$ cat config.mk
export PLATFORM = sky130hd
export DESIGN_NAME = detect_event_fifo
export DESIGN_NICKNAME = d
export VERILOG_FILES = /design/src/rtl/detect_pkg.sv /design/src/rtl/sync_fifo_fwft.sv /design/src/rtl/detect_event_fifo.sv
export SDC_FILE = /design/constraint.sdc
export NUM_CORES = 1
export LEC_CHECK = 0
export BUFFER_PORTS_ARGS = -buffer_cell sky130_fd_sc_hd__buf_4
export CAP_MARGIN = 20
export CORE_AREA = 2 2 107 119
export CTS_BUF_LIST = sky130_fd_sc_hd__clkbuf_4 sky130_fd_sc_hd__clkbuf_8
export CTS_CLUSTER_SIZE = 10
export DETAILED_ROUTE_END_ITERATION = 12
export DIE_AREA = 0 0 109 121
export PLACE_DENSITY = 0.87
export SYNTH_ARGS = -nofsm -noshare
export SYNTH_HDL_FRONTEND = slang
export SYNTH_HIERARCHICAL = 1
export SYNTH_SLANG_ARGS = --single-unit
$ cat constraint.sdc
create_clock -name clk -period 2.8 [get_ports clk]
set_input_delay 0.28 -clock clk [delete_from_list [all_inputs] [get_ports clk]]
set_output_delay 0.28 -clock clk [all_outputs]
set_load 0.1 [all_outputs]
$ cat src/rtl/detect_pkg.sv
// Shared constants and types for the detector event-timestamp path.
package detect_pkg;
  localparam int DET_TS_W       = 16;
  localparam int DET_FIFO_DEPTH = 8;
  localparam int DET_DROP_W     = 8;

  typedef logic [DET_TS_W-1:0] det_ts_t;
endpackage

$ cat src/rtl/sync_fifo_fwft.sv
// Single-clock first-word-fall-through FIFO; head entry is visible whenever not empty.
module sync_fifo_fwft #(
  parameter int WIDTH = 16,
  parameter int DEPTH = 8,
  localparam int AW = $clog2(DEPTH),
  localparam int LW = $clog2(DEPTH + 1)
) (
  input  logic             clk,
  input  logic             rst,
  input  logic             push,
  input  logic             pop,
  input  logic [WIDTH-1:0] wdata,
  output logic [WIDTH-1:0] rdata,
  output logic             full,
  output logic             empty,
  output logic [LW-1:0]    level
);
  logic [WIDTH-1:0] mem_q [DEPTH];
  logic [AW-1:0]    wr_ptr_q, wr_ptr_d;
  logic [AW-1:0]    rd_ptr_q, rd_ptr_d;
  logic [LW-1:0]    level_q, level_d;
  logic             do_push, do_pop;

  assign empty = (level_q == '0);
  assign full  = (level_q == LW'(DEPTH));
  assign level = level_q;
  // Head is forced to zero when empty so the output is defined out of reset.
  assign rdata = empty ? '0 : mem_q[rd_ptr_q];

  always_comb begin
    do_pop   = pop & ~empty;
    do_push  = push & (~full | do_pop);
    wr_ptr_d = do_push ? wr_ptr_q + AW'(1) : wr_ptr_q;
    rd_ptr_d = do_pop ? rd_ptr_q + AW'(1) : rd_ptr_q;
    level_d  = level_q;
    if (do_push && !do_pop) begin
      level_d = level_q + LW'(1);
    end else if (do_pop && !do_push) begin
      level_d = level_q - LW'(1);
    end
  end

  always_ff @(posedge clk or posedge rst) begin
    if (rst) begin
      wr_ptr_q <= '0;
      rd_ptr_q <= '0;
      level_q  <= '0;
    end else begin
      wr_ptr_q <= wr_ptr_d;
      rd_ptr_q <= rd_ptr_d;
      level_q  <= level_d;
    end
  end

  always_ff @(posedge clk) begin
    if (do_push) begin
      mem_q[wr_ptr_q] <= wdata;
    end
  end
endmodule

$ cat src/rtl/detect_event_fifo.sv
// Timestamps detector pulses with a free-running counter and queues them for a valid/ready reader.
module detect_event_fifo
  import detect_pkg::*;
#(
  parameter int TS_W   = DET_TS_W,
  parameter int DEPTH  = DET_FIFO_DEPTH,
  parameter int DROP_W = DET_DROP_W
) (
  input  logic                       clk,
  input  logic                       rst,
  input  logic                       detected,
  output logic                       out_valid,
  input  logic                       out_ready,
  output logic [TS_W-1:0]            out_ts,
  output logic [$clog2(DEPTH+1)-1:0] level,
  output logic                       overflow,
  output logic [DROP_W-1:0]          drop_count,
  input  logic                       clear_ovf
);
  logic [TS_W-1:0]   ts_q, ts_d;
  logic              ovf_q, ovf_d;
  logic [DROP_W-1:0] drop_q, drop_d;
  logic              full, empty, pop, drop;

  always_comb begin
    ts_d = ts_q + TS_W'(1);
    pop  = ~empty & out_ready;
    drop = detected & full & ~pop;
    // Clear takes effect first so a coincident drop is still recorded.
    ovf_d  = clear_ovf ? 1'b0 : ovf_q;
    drop_d = clear_ovf ? '0 : drop_q;
    if (drop) begin
      ovf_d = 1'b1;
      if (drop_d != '1) begin
        drop_d = drop_d + DROP_W'(1);
      end
    end
  end

  always_ff @(posedge clk or posedge rst) begin
    if (rst) begin
      ts_q   <= '0;
      ovf_q  <= 1'b0;
      drop_q <= '0;
    end else begin
      ts_q   <= ts_d;
      ovf_q  <= ovf_d;
      drop_q <= drop_d;
    end
  end

  sync_fifo_fwft #(
    .WIDTH (TS_W),
    .DEPTH (DEPTH)
  ) u_fifo (
    .clk   (clk),
    .rst   (rst),
    .push  (detected),
    .pop   (pop),
    .wdata (ts_q),
    .rdata (out_ts),
    .full  (full),
    .empty (empty),
    .level (level)
  );

  assign out_valid  = ~empty;
  assign overflow   = ovf_q;
  assign drop_count = drop_q;
endmodule

==> results.cfg, run 1 <==
[clocking]
clock_latency_ns = 0.44
cts.clk_slew.worst_paths_ns = 0.09
h-tree-depth = 4
cts_root_buffer = clkbuf_8
cts_buffer_depth = 2
clock-sinks = 163
numCtsBuffers = 17
cts_tree = built

[global_routing]
grt_first_pass_wirelength_microns = 19500
grt_max_degree = 33
antenna_found_initial = 0
overflow = 0
grt_pass1_vias = 3730
grtUsageTotal_pct = 20.5

[timing]
worst_pin_slew_ns = 0.530
fin_setup_tns_ns = 0
max-slew-margin-rel_pct = 64.6
fin_skew_ns = 0.0111
hold_viol = 0
post-route-min-period_ns = 2.71
max_freq_mhz = 369
hold_ws_ns = 0.0673
finalCritPeriodShare_pct = 96.9
drv_slew = 0
finalSetupViolations = 0

[die]
chipWidth_microns = 109
coreArea_sq_um = 11900
die_h_microns = 121
rows = 42
initial_utilization_pct = 55.9
io_pins = 35
die_area_sq_um = 13200

[synth]
synth_ff_type = edfxtp_1
synth_area_per_cell_sq_um = 18.5
synth_xor_area_share_pct = 2.74
ys_warn_count = 6
ys_types = 51
ys_seq_area_share_pct = 70.8
synth-edff-count = 128
synth_top_family_by_area = multiplexers
synth_compound_area_share_pct = 4.17
yosys_register_bits = 163
synth-simple-area-share_pct = 7.28
synthMuxAreaShare_pct = 11.6
synthesis.nets = 372
synthCells = 360
synth.cell_area_sq_um = 6670
synthAdderAreaFrac_pct = 1.43
async_flop_share_pct = 21.5

[route]
wl_microns = 11900
final_antenna_net_count = 0
wl_per_cell_microns = 20.4
drt_iter0_markers = 213
drc = 0
vias = 3439
vias_per_cell = 5.89
dr.pass1.iters = 4

[cells_and_area]
drive_gt1_share_pct = 36.3
synthToLayoutAreaGrowth_pct = 15.5
final_net_count = 429
fin_util_pct = 64.6
stdcell_area_sq_um = 7700
diodes = 0

[setup_path]
critPathKind = flop to flop
path_cells = or4_4, inv_4, nor2b_4, nand2_1, ha_4, inv_4, ha_4, or4_4, nand3_2, o221ai_1
crit_path_top_delay_cell = or4_4
cp.buffers_inverters = 2
crit_path_end_kind = flop
cp_top_family = simple AND/OR/NAND/NOR gates
crit_path_max_incr_delay_ns = 0.56
cp.arrival_ns = 3.02
crit_path_start_kind = flop
crit_required_ns = 3.11
path_max_fanout = 10

[run]
max_cap_viol_count = 0

[place]
post_dp_cell_area_sq_um = 7240
place_congestion = 0.765
portBuffers = 34
hpwl_microns = 7350

[run_status]
status = completed

[hold_path]
holdCritPathClass = input pin to flop
[cells in the final DEF, fill, tap and decap left out, types with 5 or more instances in the layout]
master,n
buf_4,48
a22o_1,10
a22o_2,6
xnor2_1,15
a21oi_1,5
nand3_1,9
nand4_1,5
nand2_1,10
edfxtp_1,128
nor3_1,6
dfrtp_1,30
inv_6,5
mux4_2,32
inv_1,9
nor2_1,12
clkbuf_8,17
[final timing paths]
path                                       to               start  slack (ns)  depth (start not counted)
min in group asynchronous       drop_count[0]                 rst        0.30                          3
min                             drop_count[4]           clear_ovf        0.07                          2
max                           u_fifo/level[3]     u_fifo/level[1]        0.09                         10
min reg2reg                u_fifo/rd_ptr_q[2]  u_fifo/rd_ptr_q[2]        0.52                          1
max in group asynchronous     u_fifo/level[3]                 rst        2.10                          3
max reg2reg                   u_fifo/level[3]     u_fifo/level[1]        0.09                         10
[logic make-up (layout without fill, tap and decap cells)]
kind of cell | Yosys count | after routing
flip-flops | 163 | 163
AND/OR/NAND/NOR | 73 | 73
multiplexers | 37 | 37
AO/OA/AOI/OAI | 34 | 34
buffers and inverters | 26 | 96
XOR/XNOR | 20 | 20
adder cells (fa/ha/maj) | 7 | 7
[cells in the mapped netlist, types with 3 or more instances]
cell type | count | area (sq um)
a21oi_1 | 5 | 25.0
a22o_1 | 10 | 87.6
a22o_2 | 6 | 60.1
buf_2 | 6 | 30.0
clkbuf_1 | 5 | 18.8
dfrtp_1 | 35 | 876
edfxtp_1 | 128 | 3840
ha_1 | 6 | 75.1
inv_1 | 12 | 45.0
mux2_2 | 3 | 33.8
mux4_2 | 32 | 721
nand2_1 | 10 | 37.5
nand2b_1 | 3 | 18.8
nand3_1 | 10 | 50.1
nand4_1 | 5 | 31.3
nor2_1 | 12 | 45.0
nor3_1 | 10 | 50.1
or3_1 | 3 | 18.8
xnor2_1 | 15 | 131
xor2_1 | 4 | 35.0
[per-stage QoR]
stage	std cells	setup slack, ns
3_3_place_gp	547	0.161
3_5_place_dp	547	0.0375
5_1_grt	584	-0.000273
6_report	584	0.0863
4_1_cts	580	0.0234
2_1_floorplan	360	-0.183
[flip-flops by register name, summed over array words and instances, names as in the netlist]
name / flops
u_fifo/level: 4
u_fifo/wr_ptr_q: 3
overflow: 1
ts_q: 16
drop_count: 8
u_fifo/rd_ptr_q: 3
u_fifo/mem_q: 128
[worst register-to-register path: stages (launching register included)]
cell	delay [ns]
dfrtp_4	0.52
or4_4	0.56
inv_4	0.09
nor2b_4	0.08
nand2_1	0.17
ha_4	0.20
inv_4	0.06
ha_4	0.26
or4_4	0.42
nand3_2	0.09
o221ai_1	0.13
[area by class of cell]
class | instances | area (sq um)
timing repair buffer | 52 | 438
tap | 154 | 193
clock buffer | 17 | 234
multi-input combinational | 171 | 1900
sequential | 163 | 4730
inverter | 12 | 50.0
fill | 774 | 4230
clock inverter | 15 | 155
[routing by layer]
layer,track usage (%),up-vias,wire [microns]
met3,5.05,15,818
met5,0,-,0
li1,-,1549,-
met4,8.73,0,146
met2,33.5,114,6350
met1,26.3,1761,4600
[timing repair]
item / in CTS / in global routing
hold buffers: 1 / 0
setup endpoints to repair: 0 / 1
resized for setup: 0 / 4
setup buffers: 0 / 3
endpoints found under the hold margin: 10 / 0
Power of run 1 is not shown: default switching activity piles up to over one toggle a cycle in this logic, so the estimate is an artifact.
==> inputs of run 2 (changes only) <==
CORE_AREA = 2 2 128 99   (was 2 2 107 119)
DIE_AREA = 0 0 130 101   (was 0 0 109 121)
PLACE_DENSITY = 0.88   (was 0.87)
==> results.cfg, run 2 (synthesized netlist as in run 1, its figures left out) <==
[timing]
worst_pin_slew_ns = 0.487
fin_setup_tns_ns = 0
post-route-min-period_ns = 2.70
fin_skew_ns = 0.0148
drv_slew = 0
finalCritPeriodShare_pct = 96.3
max-slew-margin-rel_pct = 67.6
finalSetupViolations = 0
hold_ws_ns = 0.0746
fin_ws_ns = 0.102
hold_viol = 0
max_freq_mhz = 371

[setup_path]
critPathKind = flop to flop
reg2reg_from = u_fifo/level[1]
cp_top_family = simple AND/OR/NAND/NOR gates
crit_path_end_kind = flop
crit_path_start_kind = flop
cp.buffers_inverters = 3
crit_path_max_incr_delay_ns = 0.58
path_max_fanout = 10
path_cells = or4_4, inv_4, nor2b_4, o21ai_4, inv_1, ha_4, inv_4, ha_4, or4_1, nand3_1, o221ai_1
timing.rr.end = u_fifo/level[3]
cp.arrival_ns = 3.02
crit_required_ns = 3.12
rr_worst_depth = 11
crit_path_top_delay_cell = or4_4
r2r_slack_ns = 0.10

[route]
dr.pass1.iters = 4
drc = 0
final_antenna_net_count = 0
wl_per_cell_microns = 22.1
vias = 3547
wl_microns = 13200
vias_per_cell = 5.96
drt_iter0_markers = 450

[clocking]
h-tree-depth = 4
cts_buffer_depth = 2
clock-sinks = 163
cts_tree = built
cts.clk_slew.worst_paths_ns = 0.08
numCtsBuffers = 17
clock_latency_ns = 0.45
cts_root_buffer = clkbuf_8

[global_routing]
grt_first_pass_wirelength_microns = 20400
grt_pass1_vias = 3597
grt_max_degree = 33
overflow = 0
antenna_found_initial = 0
grtUsageTotal_pct = 21.7

[power]
totalPowerFinal_uw = 9360
seqPwrFrac_pct = 33.6
intPower_uw = 5400
p_clk_share_pct = 21.3
p_leak_uw = 0.00285
switching_share_pct = 42.3
powerDensity_nw_per_um2 = 1210
p_comb_share_pct = 45.1
worst_ir_drop_vdd_mv = 0.768
p_sw_uw = 3960

[cells_and_area]
synthToLayoutAreaGrowth_pct = 16.5
mostFrequentLayoutCell = edfxtp_1
top_register = u_fifo/mem_q
largest_register_ffs = 128
drive_gt1_share_pct = 35.2
diodes = 0
final_cell_mix = 128 x edfxtp_1, 48 x buf_4, 32 x mux4_2
fin_cells = 595
nFillCells = 743
final_net_count = 428

[run]
max_cap_viol_count = 0

[hold_path]
holdCritPathClass = input pin to flop
holdPathStages = 2
hp-start = clear_ovf
holdPathEnd = drop_count[4]

[die]
io_pins = 35
rows = 35
die_area_sq_um = 13100
coreArea_sq_um = 12000
chipWidth_microns = 130
initial_utilization_pct = 55.8
die_h_microns = 101

[place]
pre_cts_slack_ns = 0.0876
hpwl_microns = 7440
place_congestion = 0.808
place_inst = 558
portBuffers = 34

[run_status]
status = completed
-- run 2: cell types whose count changed in the layout (fill, tap and decap cells not counted), sizes merged --
cell / change
clkinvlp: +1
buf: -1
bufinv: +4
clkinv: -2
clkbuf: +1
inv: -4
-- run 2: layer usage --
| metal | wire [microns] | track usage (%) | up-vias |
|---|---|---|---|
| li1 | - | - | 1544 |
| met1 | 5130 | 28.4 | 1855 |
| met2 | 7020 | 36.2 | 135 |
| met3 | 808 | 4.88 | 13 |
| met4 | 206 | 7.86 | 0 |
| met5 | 0 | 0 | - |
-- run 2: final cells by class --
type                    count  area [sq um]  share of cell area [%]
clock buffers              18           241                    3.11
clock inverters            14           233                    3.00
inverters                  12          50.0                   0.644
multi-input cells         171          1880                    24.2
flip-flops and latches    163          4730                    60.9
well taps                 166           208                    2.67
repair buffers             51           418                    5.38
-- run 2: how the worst max path moves through the flow --
stage	from	end	slack, ns	depth (start not counted)
2_1_floorplan	u_fifo/level[2]	u_fifo/mem_q[2][0]	-0.18	5
3_3_place_gp	u_fifo/level[3]	u_fifo/level[3]	0.15	11
3_5_place_dp	u_fifo/level[3]	u_fifo/level[3]	0.09	11
4_1_cts	u_fifo/level[3]	u_fifo/level[3]	0.07	11
5_1_grt	u_fifo/level[1]	u_fifo/level[3]	-0.008	11
6_report	u_fifo/level[1]	u_fifo/level[3]	0.10	11
-- run 2: power by group through the flow --
stage               Clock (uW)  Combinational [uW]  Sequential [uW]
floorplan                    0                3120             3380
global placement             0                4080             3170
detailed placement           0                4170             3200
CTS                       2030                4190             3150
global route              2130                4400             3180
finish                    1990                4220             3150
-- run 2: worst register-to-register path, cell delays in order, from the launching register on --
cell      delay, ns
dfrtp_4        0.50
or4_4          0.58
inv_4          0.10
nor2b_4        0.08
o21ai_4        0.13
inv_1          0.09
ha_4           0.19
inv_4          0.08
ha_4           0.22
or4_1          0.40
nand3_1        0.09
o221ai_1       0.11
-- run 2: timing repair --
item / 4_1_cts / 5_1_grt
hold endpoints to repair: 10 / 0
setup buffers: 0 / 3
setup endpoints to repair: 0 / 1
hold buffers: 1 / 0
gates resized for setup: 0 / 1
-- run 2: through the flow --
step / utilization [%] / cell area [sq um]
3_5_place_dp: 60.5 / 7230
2_1_floorplan: - / 6740
5_1_grt: 65.0 / 7770
4_1_cts: 64.5 / 7710
3_3_place_gp: 60.5 / 7230
6_report: 65.0 / 7770
Note: power is estimated with default switching activity, not from simulation.
